--- src/rtl/stream_mux_2x1.sv ---
// Packet-granular round-robin merge of two valid/ready streams into one registered, source-tagged output.
// Latency 1 cycle accept-to-out_valid; both input readies drop while the output beat is stalled.
module stream_mux_2x1 #(
  parameter int DATA_W = 8,
  parameter int CNT_W  = 8
) (
  input  logic              clk,
  input  logic              rst,
  input  logic              in0_valid,
  output logic              in0_ready,
  input  logic [DATA_W-1:0] in0_data,
  input  logic              in0_last,
  input  logic              in1_valid,
  output logic              in1_ready,
  input  logic [DATA_W-1:0] in1_data,
  input  logic              in1_last,
  output logic              out_valid,
  input  logic              out_ready,
  output logic [DATA_W-1:0] out_data,
  output logic              out_last,
  output logic              out_sel,
  output logic [CNT_W-1:0]  pkt_cnt0,
  output logic [CNT_W-1:0]  pkt_cnt1
);

  typedef enum logic [1:0] {
    IDLE  = 2'd0,
    LOCK0 = 2'd1,
    LOCK1 = 2'd2
  } state_t;

  typedef struct packed {
    logic [DATA_W-1:0] data;
    logic              last;
    logic              sel;
  } beat_t;

  state_t           state;
  logic             rr_ptr;
  beat_t            obuf;
  logic             obuf_vld;
  logic [CNT_W-1:0] cnt0_q;
  logic [CNT_W-1:0] cnt1_q;

  logic  grant0;
  logic  grant1;
  logic  load;
  logic  acc0;
  logic  acc1;
  beat_t in_beat;

  // A locked channel keeps the grant even through bubbles, so the other side cannot interleave.
  always_comb begin
    grant0 = 1'b0;
    grant1 = 1'b0;
    case (state)
      LOCK0: grant0 = 1'b1;
      LOCK1: grant1 = 1'b1;
      default: begin
        grant0 = in0_valid && (!in1_valid || !rr_ptr);
        grant1 = in1_valid && (!in0_valid ||  rr_ptr);
      end
    endcase
  end

  assign load      = !obuf_vld || out_ready;
  assign in0_ready = grant0 && load && !rst;
  assign in1_ready = grant1 && load && !rst;
  assign acc0      = in0_valid && in0_ready;
  assign acc1      = in1_valid && in1_ready;

  always_comb begin
    in_beat.data = acc1 ? in1_data : in0_data;
    in_beat.last = acc1 ? in1_last : in0_last;
    in_beat.sel  = acc1;
  end

  always_ff @(posedge clk) begin
    if (rst) begin
      state    <= IDLE;
      rr_ptr   <= 1'b0;
      obuf     <= '0;
      obuf_vld <= 1'b0;
      cnt0_q   <= '0;
      cnt1_q   <= '0;
    end else if (acc0 || acc1) begin
      obuf     <= in_beat;
      obuf_vld <= 1'b1;
      if (in_beat.last) begin
        state  <= IDLE;
        rr_ptr <= !in_beat.sel;
        if (in_beat.sel) cnt1_q <= cnt1_q + CNT_W'(1);
        else             cnt0_q <= cnt0_q + CNT_W'(1);
      end else begin
        state <= in_beat.sel ? LOCK1 : LOCK0;
      end
    end else if (out_ready) begin
      obuf_vld <= 1'b0;
    end
  end

  assign out_valid = obuf_vld;
  assign out_data  = obuf.data;
  assign out_last  = obuf.last;
  assign out_sel   = obuf.sel;
  assign pkt_cnt0  = cnt0_q;
  assign pkt_cnt1  = cnt1_q;

endmodule

--- config.mk ---
export PLATFORM = sky130hd
export DESIGN_NAME = stream_mux_2x1
export DESIGN_NICKNAME = d
export VERILOG_FILES = /design/src/rtl/stream_mux_2x1.sv
export SDC_FILE = /design/constraint.sdc
export NUM_CORES = 1
export LEC_CHECK = 0
export ABC_AREA = 0
export CAP_MARGIN = 10
export CORE_ASPECT_RATIO = 2
export CORE_MARGIN = 3
export CORE_UTILIZATION = 48
export DETAILED_ROUTE_END_ITERATION = 10
export MAX_ROUTING_LAYER = met4
export PLACE_DENSITY = 0.84
export SYNTH_ARGS = -nofsm -noshare
export SYNTH_HDL_FRONTEND = slang
export SYNTH_SLANG_ARGS = --single-unit
--- constraint.sdc ---
create_clock -name clk -period 3.4 [get_ports clk]
set_input_delay 0.51 -clock clk [delete_from_list [all_inputs] [get_ports clk]]
set_output_delay 0.51 -clock clk [all_outputs]
set_load 0.005 [all_outputs]
==> results.md <==
* Final Setup Violations at 0
* # IOs at 52
* Vias/cell at 5.87
* Min cycle time layout at 2.72 ns
* Worst Hold Path Cells at 1
* Register area at 601 um^2
* Routed Antenna Nets at 0
* Headroom to the max-slew limit at 0.708
* H-Tree Depth at 2
* Worst setup EP type: output pin
* Startpoint types: flip-flop
* Residual DRC count at 0
* Vias in the first global route at 1516
* Clock skew at 0.00229 ns
* Hold-fix buffers, CTS at 0
* Adder-cell area share of the yosys netlist at 0.0334
* Count leader, synth: dfxtp_1
* Num rows at 28
* DP Worst Slack at 0.689 ns
* Fin nets at 251
* CTS Sinks at 30
* Multiplexer share of the synthesized area at 0.0209
* Clk Latency, worst-skew pair at 0.28 ns
* Final Instance Count excl. Fillers at 255
* Largest family of logic cells by synthesized area: simple AND/OR/NAND/NOR gates
* Synth cell types at 41
* FILL cells at 252
* DP Area at 2020 um^2
* Hold worst-path end: pkt_cnt0[7]
* Peak supply drop at 0.000272 V
* Port Buffers at 51
* Max-cap viol count at 0
* RSZ-0062 raised after global routing: no
* Post-Route WL at 3820 um
* CTS Buf Count at 5
* Power density over the cells at 397 nW/um^2
* DR vias at 1496
* Synth area leaders: dfxtp_1, nand2_1, a311oi_1
* CP max FO at 6
* Global Route Usage Sum at 0.229
* Hold Crit Start: pkt_cnt0[7]
* # Post-CTS Setup Buffers at 0
* Cell count after synthesis at 172
* Final Cycle Share at 0.801
* R2R Path Start: state[0]
* Synthesized area at 1500 um^2
* Avg Inst Size Synth at 8.71 um^2
* Die Width at 45.5 um
* Global route total overflow at 0
* Post-CTS Resized at 0
* Crit path DAT at 2.21 ns
* Iter 0 DRT Violations at 28
* Largest area contributor in the netlist: dfxtp_1
* Initial Util at 0.503
* Clock Tree Buf Depth at 2
* First-pass GRT wire length at 6560 um
* Post-Syn Nets at 199
* Area Growth Syn to Fin at 40.8%
* Sw Ratio at 0.264
* WP data required at 2.89 ns
* Setup TNS at 0 ns
* R2R Setup Slk at 1.11 ns
* Cell internal pwr at 616 uW
* Fmax at 0.367 GHz
* Clock power share at 0.355
* Largest net degree at the start of global routing at 25
* Number of warnings issued by yosys at 0
* Hold/Removal Path Class: reg2reg
* Sw power at 221 uW
* TritonCTS clock tree: yes
* Lkg Pwr at 0.742 nW
* Area of the multi-input gates at 831 um^2
* Final worst-path setup slack at 0.676 ns
* Die height at 85.0 um
* Root Buffer: clkbuf_8
* DP Cell Count at 247
* Share of layout cells above drive strength 1 at 0.0933
* Seq pwr share at 0.458
* Seq/Total Area, Yosys at 0.401
* Placer congestion estimate at 0.847
* Post-synthesis xor/xnor area fraction at 0.0234
* Area of the die at 3870 um^2
* Synth Flop Type: dfxtp_1
* Post-synth top cells: dfxtp_1, nand2_1, nor2_1
* DR pass1 iterations at 4
* Kind of critical path: reg2out
* Reg2reg path depth at 7
* Asr flop ratio synth at 0
* N_diodes at 0
* Post-Synth Simple-Gate Area at 0.302
* EDFF count, synth at 0
* Initial antenna violation count at 0
* Final Cell Area at 2110 um^2
* Worst-Margin Slew at 0.437 ns
* Hold Fails Final Rpt at 0
* Core ar. at 2980 um^2
* Yosys reg bits at 30
* Status: completed
* Synth Area in Compound Gates at 0.175
* Clock slew at reported path FFs at 0.06 ns
* Combinational group share of total power at 0.188
* HPWL after detailed placement at 2910 um
* Top-area cell type share of the netlist area at 0.401
* Drt wl/cell at 15.0 um
* Reg2reg end: pkt_cnt1[7]
* WHS at 0.475 ns
* Max-slew violation count at 0
==> routing by layer <==
layer,GRT usage,part of all wire
met3,0.0488,0.042
met5,-,0
met1,0.243,0.38
met4,0.109,0.021
met2,0.380,0.56
==> critical path, cell delays in order, from the launching register on <==
cell	delay, ns
dfxtp_1	0.33
inv_1	0.07
ha_1	0.39
nor2_1	0.11
or3_4	0.36
a21oi_1	0.15
clkdlybuf4s50_1	0.52
==> how the worst max path moves through the flow <==
stage                     slack (ns)          end       from
final                           0.68    in1_ready   state[0]
after global routing            0.49    in1_ready   state[0]
after CTS                       0.67    in1_ready   state[0]
after detailed placement        0.69  pkt_cnt1[7]        rst
after global placement          0.75    in1_ready  out_ready
after floorplan                 1.53  pkt_cnt1[7]   state[0]
==> power groups by stage <==
stage | logic [mW] | clock network [mW] | registers (mW)
after floorplan | 0.0780 | 0 | 0.390
after global placement | 0.153 | 0 | 0.389
after detailed placement | 0.157 | 0 | 0.390
after CTS | 0.158 | 0.301 | 0.383
after global routing | 0.172 | 0.321 | 0.386
final | 0.157 | 0.297 | 0.383
==> per-stage QoR <==
| stage | power (mW) | utilization |
|---|---|---|
| after global placement | 0.542 | 0.677 |
| after global routing | 0.879 | 0.708 |
| after detailed placement | 0.547 | 0.677 |
| final | 0.837 | 0.708 |
| after floorplan | 0.468 | - |
| after CTS | 0.842 | 0.708 |
==> logic make-up after synthesis <==
logic type / Yosys count
DFF: 30
AOI/OAI and AO/OA: 36
and+or+nand+nor: 81
buffers and inverters: 14
xor gates and xnor gates: 4
adders and majority gates: 4
muxes: 3
==> sequential cells by signal, indices dropped and copies added, names as in the netlist <==
register and count:
out_data 8, pkt_cnt0 8, pkt_cnt1 8, state 2
out_last 1, out_sel 1, out_valid 1, rr_ptr 1
==> cell type report <==
type | instances | area share
Multi-Input combinational cell | 128 | 0.394
Sequential cell | 30 | 0.285
Timing Repair Buffer | 53 | 0.249
Clock buffer | 7 | 0.0409
Tap cell | 30 | 0.0178
Inverter | 6 | 0.0107
Clock inverter | 1 | 0.00237
==> placed cells by master, fill, tap and decap left out, drive strengths merged, types with 3 or more instances in the layout <==
| cell | Yosys | final |
|---|---|---|
| clkdlybuf4s50 | 0 | 51 |
| dfxtp | 30 | 30 |
| nand2 | 29 | 29 |
| nor2 | 20 | 20 |
| a21oi | 9 | 9 |
| a311oi | 9 | 9 |
| nand4 | 8 | 8 |
| clkbuf | 1 | 7 |
| nand3 | 7 | 7 |
| inv | 6 | 6 |
| o31ai | 6 | 6 |
| or4 | 4 | 4 |
| xor2 | 4 | 4 |
| ha | 4 | 4 |
| o21ai | 4 | 4 |
| and3 | 3 | 3 |
(Power assumes the default switching activity.)
